==> src/rtl/alu_mdu_ctrl.sv <==
// ALU operation decoder with an iterative multiply/divide unit (one bit per cycle).
// Define MDU_DIV_EN to build DIV/DIVU/REM/REMU; otherwise only multiplies are supported.
module alu_mdu_ctrl #(
  parameter int XLEN = 32
) (
  input  logic            clk,
  input  logic            reset,
  input  logic            valid_i,
  input  logic [1:0]      ALUOp,
  input  logic            Itype,
  input  logic [6:0]      Funct7,
  input  logic [2:0]      Funct3,
  input  logic [XLEN-1:0] op_a,
  input  logic [XLEN-1:0] op_b,
  output logic [3:0]      Operation,
  output logic            stall_o,
  output logic            mdu_valid_o,
  output logic [XLEN-1:0] mdu_result,
  output logic            illegal_o
);

  localparam int CW = $clog2(XLEN);
  localparam logic [XLEN-1:0] ALL_ONES = {XLEN{1'b1}};
  localparam logic [XLEN-1:0] MOST_NEG = {1'b1, {(XLEN-1){1'b0}}};

  localparam logic [3:0] OP_AND  = 4'b0000;
  localparam logic [3:0] OP_OR   = 4'b0001;
  localparam logic [3:0] OP_ADD  = 4'b0010;
  localparam logic [3:0] OP_XOR  = 4'b0011;
  localparam logic [3:0] OP_SLL  = 4'b0100;
  localparam logic [3:0] OP_SRL  = 4'b0101;
  localparam logic [3:0] OP_SUB  = 4'b0110;
  localparam logic [3:0] OP_SRA  = 4'b0111;
  localparam logic [3:0] OP_EQ   = 4'b1000;
  localparam logic [3:0] OP_SLT  = 4'b1001;
  localparam logic [3:0] OP_PASS = 4'b1010;
  localparam logic [3:0] OP_SLTU = 4'b1011;

  typedef enum logic [1:0] {
    S_IDLE = 2'b00,
    S_BUSY = 2'b01,
    S_DONE = 2'b10
  } state_t;

  state_t            state_q, state_d;
  logic [CW-1:0]     cnt_q, cnt_d;
  logic [XLEN-1:0]   acc_q, acc_d;
  logic [XLEN-1:0]   lo_q, lo_d;
  logic [XLEN-1:0]   mcand_q, mcand_d;
  logic [2:0]        f3_q, f3_d;
  logic              neg_p_q, neg_p_d;
  logic [XLEN-1:0]   res_q, res_d;
`ifdef MDU_DIV_EN
  logic              neg_r_q, neg_r_d;
  logic              div_zero_s, div_ovf_s;
  logic [XLEN:0]     div_sh_s, div_tr_s;
`endif

  logic              f7_zero_s, f7_sub_s, f7_m_s;
  logic              mop_raw_s, mop_s, accept_s;
  logic              fast_s;
  logic [XLEN-1:0]   fast_res_s;
  logic              a_signed_s, b_signed_s, a_neg_s, b_neg_s;
  logic [XLEN-1:0]   a_mag_s, b_mag_s;
  logic [XLEN:0]     mul_sum_s;
  logic [XLEN-1:0]   acc_step_s, lo_step_s;
  logic [2*XLEN-1:0] prod_s, prod_fix_s;
  logic [XLEN-1:0]   final_res_s;

  assign f7_zero_s = (Funct7 == 7'b0000000);
  assign f7_sub_s  = (Funct7 == 7'b0100000);
  assign f7_m_s    = (Funct7 == 7'b0000001);
  assign mop_raw_s = (ALUOp == 2'b10) && !Itype && f7_m_s;
`ifdef MDU_DIV_EN
  assign mop_s     = mop_raw_s;
`else
  assign mop_s     = mop_raw_s && !Funct3[2];
`endif
  assign accept_s  = (state_q == S_IDLE) && valid_i && mop_s;

  // M-ops that are decoded but not built (divides without the divider) also count as illegal.
  assign illegal_o = valid_i && (((ALUOp == 2'b10) && !Itype && !(f7_zero_s || f7_sub_s || f7_m_s))
                              || (f7_sub_s && (Funct3 != 3'b000) && (Funct3 != 3'b101))
                              || (mop_raw_s && !mop_s));

  assign stall_o     = !reset && (((state_q == S_IDLE) && valid_i && mop_s) || (state_q == S_BUSY));
  assign mdu_valid_o = (state_q == S_DONE);
  assign mdu_result  = res_q;

  // ALU operation select from ALUOp/Funct3/Funct7.
  always_comb begin
    Operation = OP_ADD;
    case (ALUOp)
      2'b00: Operation = OP_ADD;
      2'b01: begin
        case (Funct3[2:1])
          2'b00:   Operation = OP_EQ;
          2'b10:   Operation = OP_SLT;
          2'b11:   Operation = OP_SLTU;
          default: Operation = OP_EQ;
        endcase
      end
      2'b10: begin
        if (mop_raw_s) begin
          Operation = OP_ADD;
        end else begin
          case (Funct3)
            3'b000:  Operation = (!Itype && f7_sub_s) ? OP_SUB : OP_ADD;
            3'b001:  Operation = OP_SLL;
            3'b010:  Operation = OP_SLT;
            3'b011:  Operation = OP_SLTU;
            3'b100:  Operation = OP_XOR;
            3'b101:  Operation = f7_sub_s ? OP_SRA : OP_SRL;
            3'b110:  Operation = OP_OR;
            3'b111:  Operation = OP_AND;
            default: Operation = OP_ADD;
          endcase
        end
      end
      2'b11:   Operation = OP_PASS;
      default: Operation = OP_ADD;
    endcase
  end

  // Operand signedness and magnitudes; the engine always works on magnitudes.
  always_comb begin
    a_signed_s = Funct3[2] ? !Funct3[0] : ((Funct3[1:0] == 2'b01) || (Funct3[1:0] == 2'b10));
    b_signed_s = Funct3[2] ? !Funct3[0] : (Funct3[1:0] == 2'b01);
    a_neg_s    = a_signed_s && op_a[XLEN-1];
    b_neg_s    = b_signed_s && op_b[XLEN-1];
    a_mag_s    = a_neg_s ? -op_a : op_a;
    b_mag_s    = b_neg_s ? -op_b : op_b;
  end

`ifdef MDU_DIV_EN
  // Divide-by-zero and signed-overflow results bypass the iterative engine.
  always_comb begin
    div_zero_s = (op_b == {XLEN{1'b0}});
    div_ovf_s  = !Funct3[0] && (op_a == MOST_NEG) && (op_b == ALL_ONES);
    fast_s     = Funct3[2] && (div_zero_s || div_ovf_s);
    if (div_zero_s) begin
      fast_res_s = Funct3[1] ? op_a : ALL_ONES;
    end else if (div_ovf_s) begin
      fast_res_s = Funct3[1] ? {XLEN{1'b0}} : op_a;
    end else begin
      fast_res_s = {XLEN{1'b0}};
    end
  end
`else
  assign fast_s     = 1'b0;
  assign fast_res_s = {XLEN{1'b0}};
`endif

  // One engine step: shift-add for multiply, restoring subtract for divide.
  always_comb begin
    mul_sum_s  = {1'b0, acc_q} + (lo_q[0] ? {1'b0, mcand_q} : {(XLEN+1){1'b0}});
    acc_step_s = mul_sum_s[XLEN:1];
    lo_step_s  = {mul_sum_s[0], lo_q[XLEN-1:1]};
`ifdef MDU_DIV_EN
    div_sh_s = {acc_q, lo_q[XLEN-1]};
    div_tr_s = div_sh_s - {1'b0, mcand_q};
    if (f3_q[2]) begin
      if (!div_tr_s[XLEN]) begin
        acc_step_s = div_tr_s[XLEN-1:0];
        lo_step_s  = {lo_q[XLEN-2:0], 1'b1};
      end else begin
        acc_step_s = div_sh_s[XLEN-1:0];
        lo_step_s  = {lo_q[XLEN-2:0], 1'b0};
      end
    end else begin
      acc_step_s = mul_sum_s[XLEN:1];
    end
`endif
  end

  // Sign fix-up and result selection on the final step.
  always_comb begin
    prod_s     = {acc_step_s, lo_step_s};
    prod_fix_s = neg_p_q ? -prod_s : prod_s;
    case (f3_q)
      3'b000:                final_res_s = prod_fix_s[XLEN-1:0];
      3'b001, 3'b010, 3'b011: final_res_s = prod_fix_s[2*XLEN-1:XLEN];
`ifdef MDU_DIV_EN
      3'b100:                final_res_s = neg_p_q ? -lo_step_s : lo_step_s;
      3'b101:                final_res_s = lo_step_s;
      3'b110:                final_res_s = neg_r_q ? -acc_step_s : acc_step_s;
      3'b111:                final_res_s = acc_step_s;
`endif
      default:               final_res_s = prod_fix_s[XLEN-1:0];
    endcase
  end

  // Next-state and datapath update for the IDLE/BUSY/DONE sequencer.
  always_comb begin
    state_d = state_q;
    cnt_d   = cnt_q;
    acc_d   = acc_q;
    lo_d    = lo_q;
    mcand_d = mcand_q;
    f3_d    = f3_q;
    neg_p_d = neg_p_q;
    res_d   = res_q;
`ifdef MDU_DIV_EN
    neg_r_d = neg_r_q;
`endif
    case (state_q)
      S_IDLE: begin
        if (accept_s) begin
          acc_d   = {XLEN{1'b0}};
          lo_d    = a_mag_s;
          mcand_d = b_mag_s;
          f3_d    = Funct3;
          neg_p_d = a_neg_s ^ b_neg_s;
`ifdef MDU_DIV_EN
          neg_r_d = a_neg_s;
`endif
          cnt_d   = {CW{1'b0}};
          if (fast_s) begin
            state_d = S_DONE;
            res_d   = fast_res_s;
          end else begin
            state_d = S_BUSY;
          end
        end else begin
          state_d = S_IDLE;
        end
      end
      S_BUSY: begin
        acc_d = acc_step_s;
        lo_d  = lo_step_s;
        if (cnt_q == CW'(XLEN-1)) begin
          state_d = S_DONE;
          cnt_d   = {CW{1'b0}};
          res_d   = final_res_s;
        end else begin
          cnt_d   = cnt_q + CW'(1);
        end
      end
      S_DONE:  state_d = S_IDLE;
      default: state_d = S_IDLE;
    endcase
  end

  // State and datapath registers.
  always_ff @(posedge clk or posedge reset) begin
    if (reset) begin
      state_q <= S_IDLE;
      cnt_q   <= {CW{1'b0}};
      acc_q   <= {XLEN{1'b0}};
      lo_q    <= {XLEN{1'b0}};
      mcand_q <= {XLEN{1'b0}};
      f3_q    <= 3'b000;
      neg_p_q <= 1'b0;
      res_q   <= {XLEN{1'b0}};
`ifdef MDU_DIV_EN
      neg_r_q <= 1'b0;
`endif
    end else begin
      state_q <= state_d;
      cnt_q   <= cnt_d;
      acc_q   <= acc_d;
      lo_q    <= lo_d;
      mcand_q <= mcand_d;
      f3_q    <= f3_d;
      neg_p_q <= neg_p_d;
      res_q   <= res_d;
`ifdef MDU_DIV_EN
      neg_r_q <= neg_r_d;
`endif
    end
  end

endmodule

==> config.mk <==
export PLATFORM = sky130hd
export DESIGN_NAME = alu_mdu_ctrl
export DESIGN_NICKNAME = d
export VERILOG_FILES = /design/src/rtl/alu_mdu_ctrl.sv
export SDC_FILE = /design/constraint.sdc
export NUM_CORES = 1
export LEC_CHECK = 0
export ABC_AREA = 0
export BUFFER_PORTS_ARGS = -buffer_cell sky130_fd_sc_hd__buf_4
export CAP_MARGIN = 20
export CORE_MARGIN = 8
export CORE_UTILIZATION = 50
export CTS_CLUSTER_SIZE = 40
export DETAILED_ROUTE_END_ITERATION = 10
export GPL_TIMING_DRIVEN = 1
export PLACE_DENSITY_LB_ADDON = 0.2
export SETUP_SLACK_MARGIN = 0.5
export SLEW_MARGIN = 25
export SYNTH_ARGS = -nofsm -noshare
export SYNTH_HDL_FRONTEND = slang
export SYNTH_SLANG_ARGS = --single-unit
export TNS_END_PERCENT = 30
==> constraint.sdc <==
create_clock -name clk -period 9.06 [get_ports clk]
set_clock_uncertainty 0.1 [all_clocks]
set_input_delay 1.359 -clock clk [delete_from_list [all_inputs] [get_ports clk]]
set_output_delay 1.359 -clock clk [all_outputs]
set_load 0.005 [all_outputs]
=== Word level (Yosys, flattened, before mapping) ===
Index checks and enable logic that the tools add are counted.

* $add $sub $neg: 5
* Eq/ne operators: 25
* Multiplexer cells: 23
* Bitwise gates (word level): 1
* Reductions and logical operators: 36

{| class="wikitable"
|+ Operator list
! cell !! count
|-
| $mux W32 || 6
|-
| $pmux W32 S2 || 2
|-
| $mux W64 || 1
|-
| $neg A32 Y32 || 2
|-
| $neg A64 Y64 || 1
|-
| $add A32 B32 Y33 || 1
|-
| $pmux W4 S8 || 1
|-
| $pmux W4 S4 || 1
|-
| $logic_and A1 B1 Y1 || 14
|-
| $eq A2 B2 Y1 const B || 6
|-
| $eq A3 B2 Y1 const B || 4
|-
| $eq A3 B3 Y1 const B || 4
|-
| $mux W5 || 2
|-
| $pmux W5 S2 || 1
|-
| $pmux W2 S2 || 2
|-
| $eq A7 B1 Y1 const B || 1
|-
| $eq A7 B6 Y1 const B || 1
|-
| $logic_not A7 Y1 || 1
|-
| $eq A2 B1 Y1 const B || 3
|-
| $eq A3 B1 Y1 const B || 2
|-
| $logic_not A1 Y1 || 6
|-
| $logic_or A1 B1 Y1 || 6
|-
| $reduce_and A2 Y1 || 3
|-
| $add A5 B1 Y5 const B || 1
|-
| other kinds (14) || 18
|}

* Flip-flop bits (word level): 139
* Input port bits: 80
* Output and inout port bits: 39
* Logic and storage cells: 98

=== Logic depth before layout (Yosys ltp) ===
Gate-level depths: netlist of the first run.

* Depth after elaboration: 8
* Gate-level depth with buffers: 14
* Depth with buffers taken out: 13

=== Worst setup path before layout of the first run ===
OpenSTA, ideal clock, no wires.

* Path kind: input to output
* Start: input port Funct7[3]
* End: output port stall_o
* Arrival time: 2.974 ns
* Slack: 4.627 ns
* Cell stages on the path: 7
* Buffers on the path: 1
* Cell sequence: or4_1 nor2_1 nand4b_1 nor4_1 nor2_1 clkbuf_1 nor2_1

* Cells in the longest elaborated chain, start to end: 6

{| class="wikitable"
|+ Ends and longest elaborated chain
! element !! RTL line !! RTL
|-
| from (decl) || 11 || <nowiki>input logic [6:0] Funct7,</nowiki>
|-
| $eq A7 B1 Y1 || 72 || <nowiki>assign f7_m_s = (Funct7 == 7'b0000001);</nowiki>
|-
| $logic_and A1 B1 Y1 || 73 || <nowiki>assign mop_raw_s = (ALUOp == 2'b10) && !Itype && f7_m_s;</nowiki>
|-
| $logic_and A1 B1 Y1 || 77 || <nowiki>assign mop_s = mop_raw_s && !Funct3[2];</nowiki>
|-
| $logic_and A1 B1 Y1 || 86 || <nowiki>assign stall_o = !reset && (((state_q == S_IDLE) && valid_i && mop_s) || (state_q == S_BUSY));</nowiki>
|-
| $logic_or A1 B1 Y1 || 86 ||
|-
| $logic_and A1 B1 Y1 || 86 ||
|-
| to (decl) || 16 || <nowiki>output logic stall_o,</nowiki>
|}

Every way passes these cells.

=== Final worst setup path of the first run ===
* Start: register lo_q[0]
* End: register res_q[28] (netlist: mdu_result[28])

* Cells in the longest elaborated chain, start to end: 5

{| class="wikitable"
|+ Ends and longest elaborated chain
! element !! RTL line !! RTL
|-
| from (decl) || 48 || <nowiki>logic [XLEN-1:0] lo_q, lo_d;</nowiki>
|-
| from (signal assigned) || 250 || <nowiki>lo_q <= {XLEN{1'b0}};</nowiki>
|-
| from (signal assigned) || 262 || <nowiki>lo_q <= lo_d;</nowiki>
|-
| $mux W32 * || 156 || <nowiki>mul_sum_s = {1'b0, acc_q} + (lo_q[0] ? {1'b0, mcand_q} : {(XLEN+1){1'b0}});</nowiki>
|-
| $add A32 B32 Y33 * || 156 ||
|-
| $neg A64 Y64 || 179 || <nowiki>prod_fix_s = neg_p_q ? -prod_s : prod_s;</nowiki>
|-
| $mux W64 * || 179 ||
|-
| $mux W32 * || 180 || <nowiki>case (f3_q)</nowiki>
|-
| to (signal assigned) || 254 || <nowiki>res_q <= {XLEN{1'b0}};</nowiki>
|-
| to (signal assigned) || 266 || <nowiki>res_q <= res_d;</nowiki>
|-
| to (decl) || 52 || <nowiki>logic [XLEN-1:0] res_q, res_d;</nowiki>
|}

Every way passes the cells marked *; elsewhere a longest branch is shown, timed or not.
A chain may end at the register's enable or synchronous reset.

==> results of run 1 <==
[flip-flops by register name, indices dropped and copies added, names as in the netlist]
signal / count
state_q: 2
mcand_q: 32
mdu_result: 32
neg_p_q: 1
lo_q: 32
cnt_q: 5
acc_q: 32
f3_q: 3
[area by class of cell]
type	count	area (um2)
clock buffers	19	443
inverters	21	83.8
multi-input cells	1140	7160
flip-flops and latches	139	3480
diodes	1	2.50
well taps	280	350
clock inverters	13	106
fillers	1954	9090
repair buffers	128	965
[power breakdown]
group | total, mW | internal (mW) | switching, mW
Combinational | 0.699 | 0.261 | 0.438
Sequential | 0.703 | 0.666 | 0.0373
Clock | 0.660 | 0.363 | 0.296
[cell usage in the layout (no fill, tap or decap), types with 4 or more instances in the layout]
master and instances:
a2111oi_0 4, a211o_1 6, a211oi_1 5, a21o_1 15, a21oi_1 73, a21oi_2 4
a22oi_1 35, a31oi_1 11, and2_1 44, and3_1 6, buf_4 127, clkbuf_16 17
dfrtp_1 139, ha_1 41, inv_1 19, inv_6 6, mux2i_1 5, nand2_1 201
nand2b_1 11, nand3_1 49, nand4_1 10, nor2_1 79, nor2b_1 5, nor3_1 22
nor3b_1 5, nor4_1 10, o211ai_1 9, o21a_1 6, o21ai_0 173, o21ai_1 15
o31ai_1 37, o41ai_1 6, or2_2 7, or3_1 19, or4_1 21, xnor2_1 63
xor2_1 70
[routing by layer]
| layer | global-route usage [%] | vias up | wire (um) |
|---|---|---|---|
| met5 | 0 | - | 0 |
| met4 | 7.77 | 0 | 742 |
| met3 | 4.59 | 48 | 2220 |
| met2 | 37.1 | 364 | 14300 |
| met1 | 33.8 | 4888 | 15300 |
| li1 | - | 5138 | - |
[final timing paths]
kind / startpoint / endpoint / slack (ps) / depth (start not counted)
min reg2reg: mdu_result[6]$_DFFE_PP0P_ / mdu_result[6]$_DFFE_PP0P_ / 380 / 2
max in group asynchronous: reset / mdu_result[25]$_DFFE_PP0P_ / 6890 / 3
max reg2reg: lo_q[0]$_DFFE_PP0P_ / mdu_result[28]$_DFFE_PP0P_ / 4140 / 12
max: lo_q[0]$_DFFE_PP0P_ / mdu_result[28]$_DFFE_PP0P_ / 4140 / 12
min: mdu_result[6]$_DFFE_PP0P_ / mdu_result[6]$_DFFE_PP0P_ / 380 / 2
min in group asynchronous: reset / cnt_q[0]$_DFFE_PP0P_ / 900 / 2
[per-stage QoR]
| step | hold slack [ps] | area (um2) | worst slack [ps] | power [mW] | utilization [%] |
|---|---|---|---|---|---|
| finish | 378 | 12600 | 4140 | 2.06 | 58.1 |
| floorplan | 330 | 11000 | 3880 | 1.20 | - |
| CTS | 373 | 12600 | 4160 | 2.06 | 58.0 |
| global placement | 361 | 12000 | 4250 | 1.39 | 55.5 |
| global route | 408 | 12600 | 3820 | 2.18 | 58.1 |
| detailed placement | 359 | 12000 | 4180 | 1.40 | 55.5 |
[logic make-up (layout without fill, tap and decap cells)]
group / after synthesis / in the layout
multiplexers: 9 / 9
AO/OA/AOI/OAI: 436 / 436
other: 0 / 1
adder cells (fa/ha/maj): 42 / 42
buffers and inverters: 101 / 181
AND/OR/NAND/NOR: 520 / 520
XOR/XNOR: 133 / 133
flip-flops: 139 / 139
[tightest hold or removal path: stages (launching register included)]
cell and delay (ps):
dfrtp_1 340, nand2_1 50, o21ai_0 60
==> metrics, run 1 <==
Setup Viol. Count Final 0; Synth Area in Simple Gates 23.9%; Core Area 0.0217 mm2; initial antenna violation count 0; setup TNS 0 ps; Mapped Cells 1380; Starting Density 50.7%; #FFs+latches synth 139; Ports 119; Die ar. 0.0270 mm2; Die Width 164 um; Synth Area in XOR/XNOR 10.6%; crit path launch type flop; top cells by area, synth dfrtp_1 32%, o21ai_0 7.9%, nand2_1 6.9%; Max rail drop VDD 101 uV; Synth Area in Compound Gates 24.7%; status completed; final WL 32600 um; average size of a mapped cell 7.97 um2; sequential area share after synthesis 31.6%; layout cell share with drive strength beyond 1 13.8%; mux share of post-synthesis cell area 0.864%; Placed Instances 1708; H-tree Lvls 4; largest net degree at the start of global routing 105; async set-reset flop share out of synthesis 100%; Tcrit/Tclk final 54.3%; Final Max Slew Viols 0; CTS resizes 0; GRT Util Overall 24.2%; CTS tree yes; worst path required time 9270 ps; Ys Warns 0; TritonRoute pass-1 iters 6; synth-to-layout area growth 14.4%; crit-path leading delay family simple AND/OR/NAND/NOR gates; clock insertion delay at the later pin of the skew report 430 ps; total grt overflow 0; Post-CTS Hold Fix Bufs 0; dominant cell type by area after synthesis dfrtp_1; fin cells 1741; max incr delay on CP 800 ps; clock tree sinks 139; vias in the first global route 9786; share of the synthesized area in the top cell type 31.6%; total setup buffers inserted after CTS 0; DR vias/cell 6.00; FMAX 203 MHz; remaining antenna violation count after routing 0; CP Cell Sequence and2_1 -> ha_1 -> fa_1 -> or4_1 -> a2111o_1 -> or4_1 -> nand3b_1 -> and4bb_1 -> nand4_1 -> o31ai_1 -> mux2i_1 -> nand2_1; detailed-route via count 10438; Hold Vio Cnt, Final 0; crit path DAT 5130 ps; PwrDens 164 mW/mm2; max-cap violation count 0; top post-synthesis cells by count 201 x nand2_1, 173 x o21ai_0, 139 x dfrtp_1, 80 x nor2_1, 73 x a21oi_1; Crit. End Element flop; clk root buf clkbuf_16; Critical Path Fanout Max 33; die height 164 um; CTS clk-pin slew, worst paths 60 ps; slowest CP cell dfrtp_1; Leakage 5.66 nW; DRT iter0 DRCs 952; measured slew at the worst slew-check pin 959 ps; Remaining DRCs 0; RSZ-0062 raised after global routing no; Synth Net Count 1502; deepest clock path buffer count 2; min cycle time layout 4920 ps; Main synth FF type dfrtp_1; worst min-delay path class reg2reg; relative slew slack 36.0%; first-pass GRT wire length 52300 um; Post-synth EDFFs 0; port bufs 118; DR WL/cell 18.7 um; Nets 1569; CP most frequent cell or4_1; crit path kind reg2reg; cell with the most instances after synthesis nand2_1; Detailed Place HPWL 25100 um; GPL Wtd Cong 0.973; CP Buf/Inv Count 0; Site Rows 54; Synth Area in Adders 4.84%; Cell Area, Synth 0.0110 mm2; largest family of logic cells by synthesized area compound AO/OA/AOI/OAI gates; post-synthesis cell type count 88; cts bufs inserted 17
(Power assumes the default switching activity.)
==> run 2: changes to the inputs <==
==> constraint.sdc (replaced) <==
create_clock -name clk -period 4.43 [get_ports clk]
set_clock_uncertainty 0.1 [all_clocks]
set_input_delay 0.6645 -clock clk [delete_from_list [all_inputs] [get_ports clk]]
set_output_delay 0.6645 -clock clk [all_outputs]
set_load 0.005 [all_outputs]
==> metrics, run 2 (synthesized netlist as in run 1, its figures left out) <==
Place WS 69.6 ps; status completed; setup TNS 0 ps; slowest CP cell or4_4; n_diodes 0; GPL Wtd Cong 0.971; H-tree Lvls 4; Remaining DRCs 0; deepest clock path buffer count 2; Max rail drop VDD 169 uV; Starting Density 50.7%; Final Max Slew Viols 0; relative slew slack 41.9%; crit path kind reg2reg; Nets 1632; Fillers 1980; clock insertion delay at the later pin of the skew report 430 ps; final critical-path setup slack 233 ps; total power 4.60 mW; clk root buf clkbuf_16; max incr delay on CP 560 ps; Hold Vio Cnt, Final 0; largest net degree at the start of global routing 140; worst path required time 4670 ps; area of the multi-input gates 0.00736 mm2; CP Cell Sequence buf_12 -> and2_4 -> fa_2 -> a211oi_4 -> o211ai_2 -> a21oi_2 -> buf_4 -> xnor2_1 -> a2111o_1 -> nand4b_1 -> or4_4 -> mux2_4 -> o31ai_2; CTS tree yes; Site Rows 54; die height 164 um; measured slew at the worst slew-check pin 872 ps; port bufs 118; layout cell share with drive strength beyond 1 19.9%; Crit. End Element flop; Die ar. 0.0270 mm2; fin cells 1803; post-layout util 61.6%; Post-CTS Hold Fix Bufs 0; most common cell after layout, fill and taps aside nand2_1; total grt overflow 0; Detailed Place HPWL 26600 um; DRT iter0 DRCs 901; clock tree sinks 139; DR vias/cell 5.98; final WL 34900 um; crit path launch type flop; TritonRoute pass-1 iters 5; vias in the first global route 10304; Ports 119; Sequential Area 0.00348 mm2; initial antenna violation count 0; GRT Util Overall 26.1%; PwrDens 345 mW/mm2; synth-to-layout area growth 21.3%; DR WL/cell 19.3 um; Tcrit/Tclk final 94.7%; Placed Instances 1755; first-pass GRT wire length 55600 um; CTS clk-pin slew, worst paths 70 ps; max-cap violation count 0; Setup Viol. Count Final 0; remaining antenna violation count after routing 0; RSZ-0062 raised after global routing yes; Core Area 0.0217 mm2; most frequent cells in the layout 201 x nand2_1, 187 x buf_4, 171 x o21ai_0; cts bufs inserted 17; Critical Path Fanout Max 32; Die Width 164 um; Leakage 6.04 nW; FMAX 238 MHz; crit path DAT 4440 ps; detailed-route via count 10782; worst min-delay path class in2async; min cycle time layout 4200 ps
[run 2: repair_timing]
action                     CTS  global route
pin swaps                   17            15
setup endpoints to repair   12            15
buffers inserted            11             5
gates resized for setup     29            21
[run 2: worst paths after layout]
path	startpoint	endpoint	slack, ps	depth (start not counted)
min	reset	state_q[1]$_DFFE_PP0P_	350	3
max reg2reg	lo_q[0]$_DFFE_PP0P_	mdu_result[30]$_DFFE_PP0P_	230	13
max	lo_q[0]$_DFFE_PP0P_	mdu_result[30]$_DFFE_PP0P_	230	13
min reg2reg	cnt_q[3]$_DFFE_PP0P_	cnt_q[3]$_DFFE_PP0P_	380	1
min in group clk	cnt_q[3]$_DFFE_PP0P_	cnt_q[3]$_DFFE_PP0P_	380	1
max in group asynchronous	reset	mdu_result[30]$_DFFE_PP0P_	3320	3
[run 2: routing by layer]
metal / part of all wire, % / vias to the layer above / track usage [%]
met3: 6.7 / 53 / 4.99
met1: 46 / 5126 / 36.5
li1: - / 5269 / -
met4: 2.5 / 0 / 8.68
met5: 0 / - / 0
met2: 45 / 334 / 39.8
[run 2: layout make-up]
type | count | share of cell area, %
Multi-Input combinational cell | 1140 | 55.1
Inverter | 21 | 0.618
Timing Repair Buffer | 191 | 11.0
Clock inverter | 15 | 1.38
Tap cell | 280 | 2.62
Sequential cell | 139 | 26.0
Clock buffer | 17 | 3.19
[run 2: power by group]
part / internal [mW] / switching, mW / total, mW
clock network: 0.855 / 0.668 / 1.52
registers: 1.36 / 0.0831 / 1.44
logic: 0.655 / 0.980 / 1.63
total: 2.87 / 1.73 / 4.60
[run 2: worst max-delay path, delay by kind of cell (launching register included)]
kind / cells / cell delay, ps
flops: 1 / 410
simple gates: 3 / 1000
compound gates: 5 / 1460
fa+ha+maj: 1 / 390
mux: 1 / 310
buf+inv: 2 / 310
xor+xnor: 1 / 120
[run 2: metrics by stage]
stage / hold slack [ps] / cell area (um2)
after floorplan: 330 / 11000
after global placement: 356 / 12400
after detailed placement: 365 / 12400
after CTS: 370 / 13200
after global routing: 392 / 13400
final: 354 / 13400
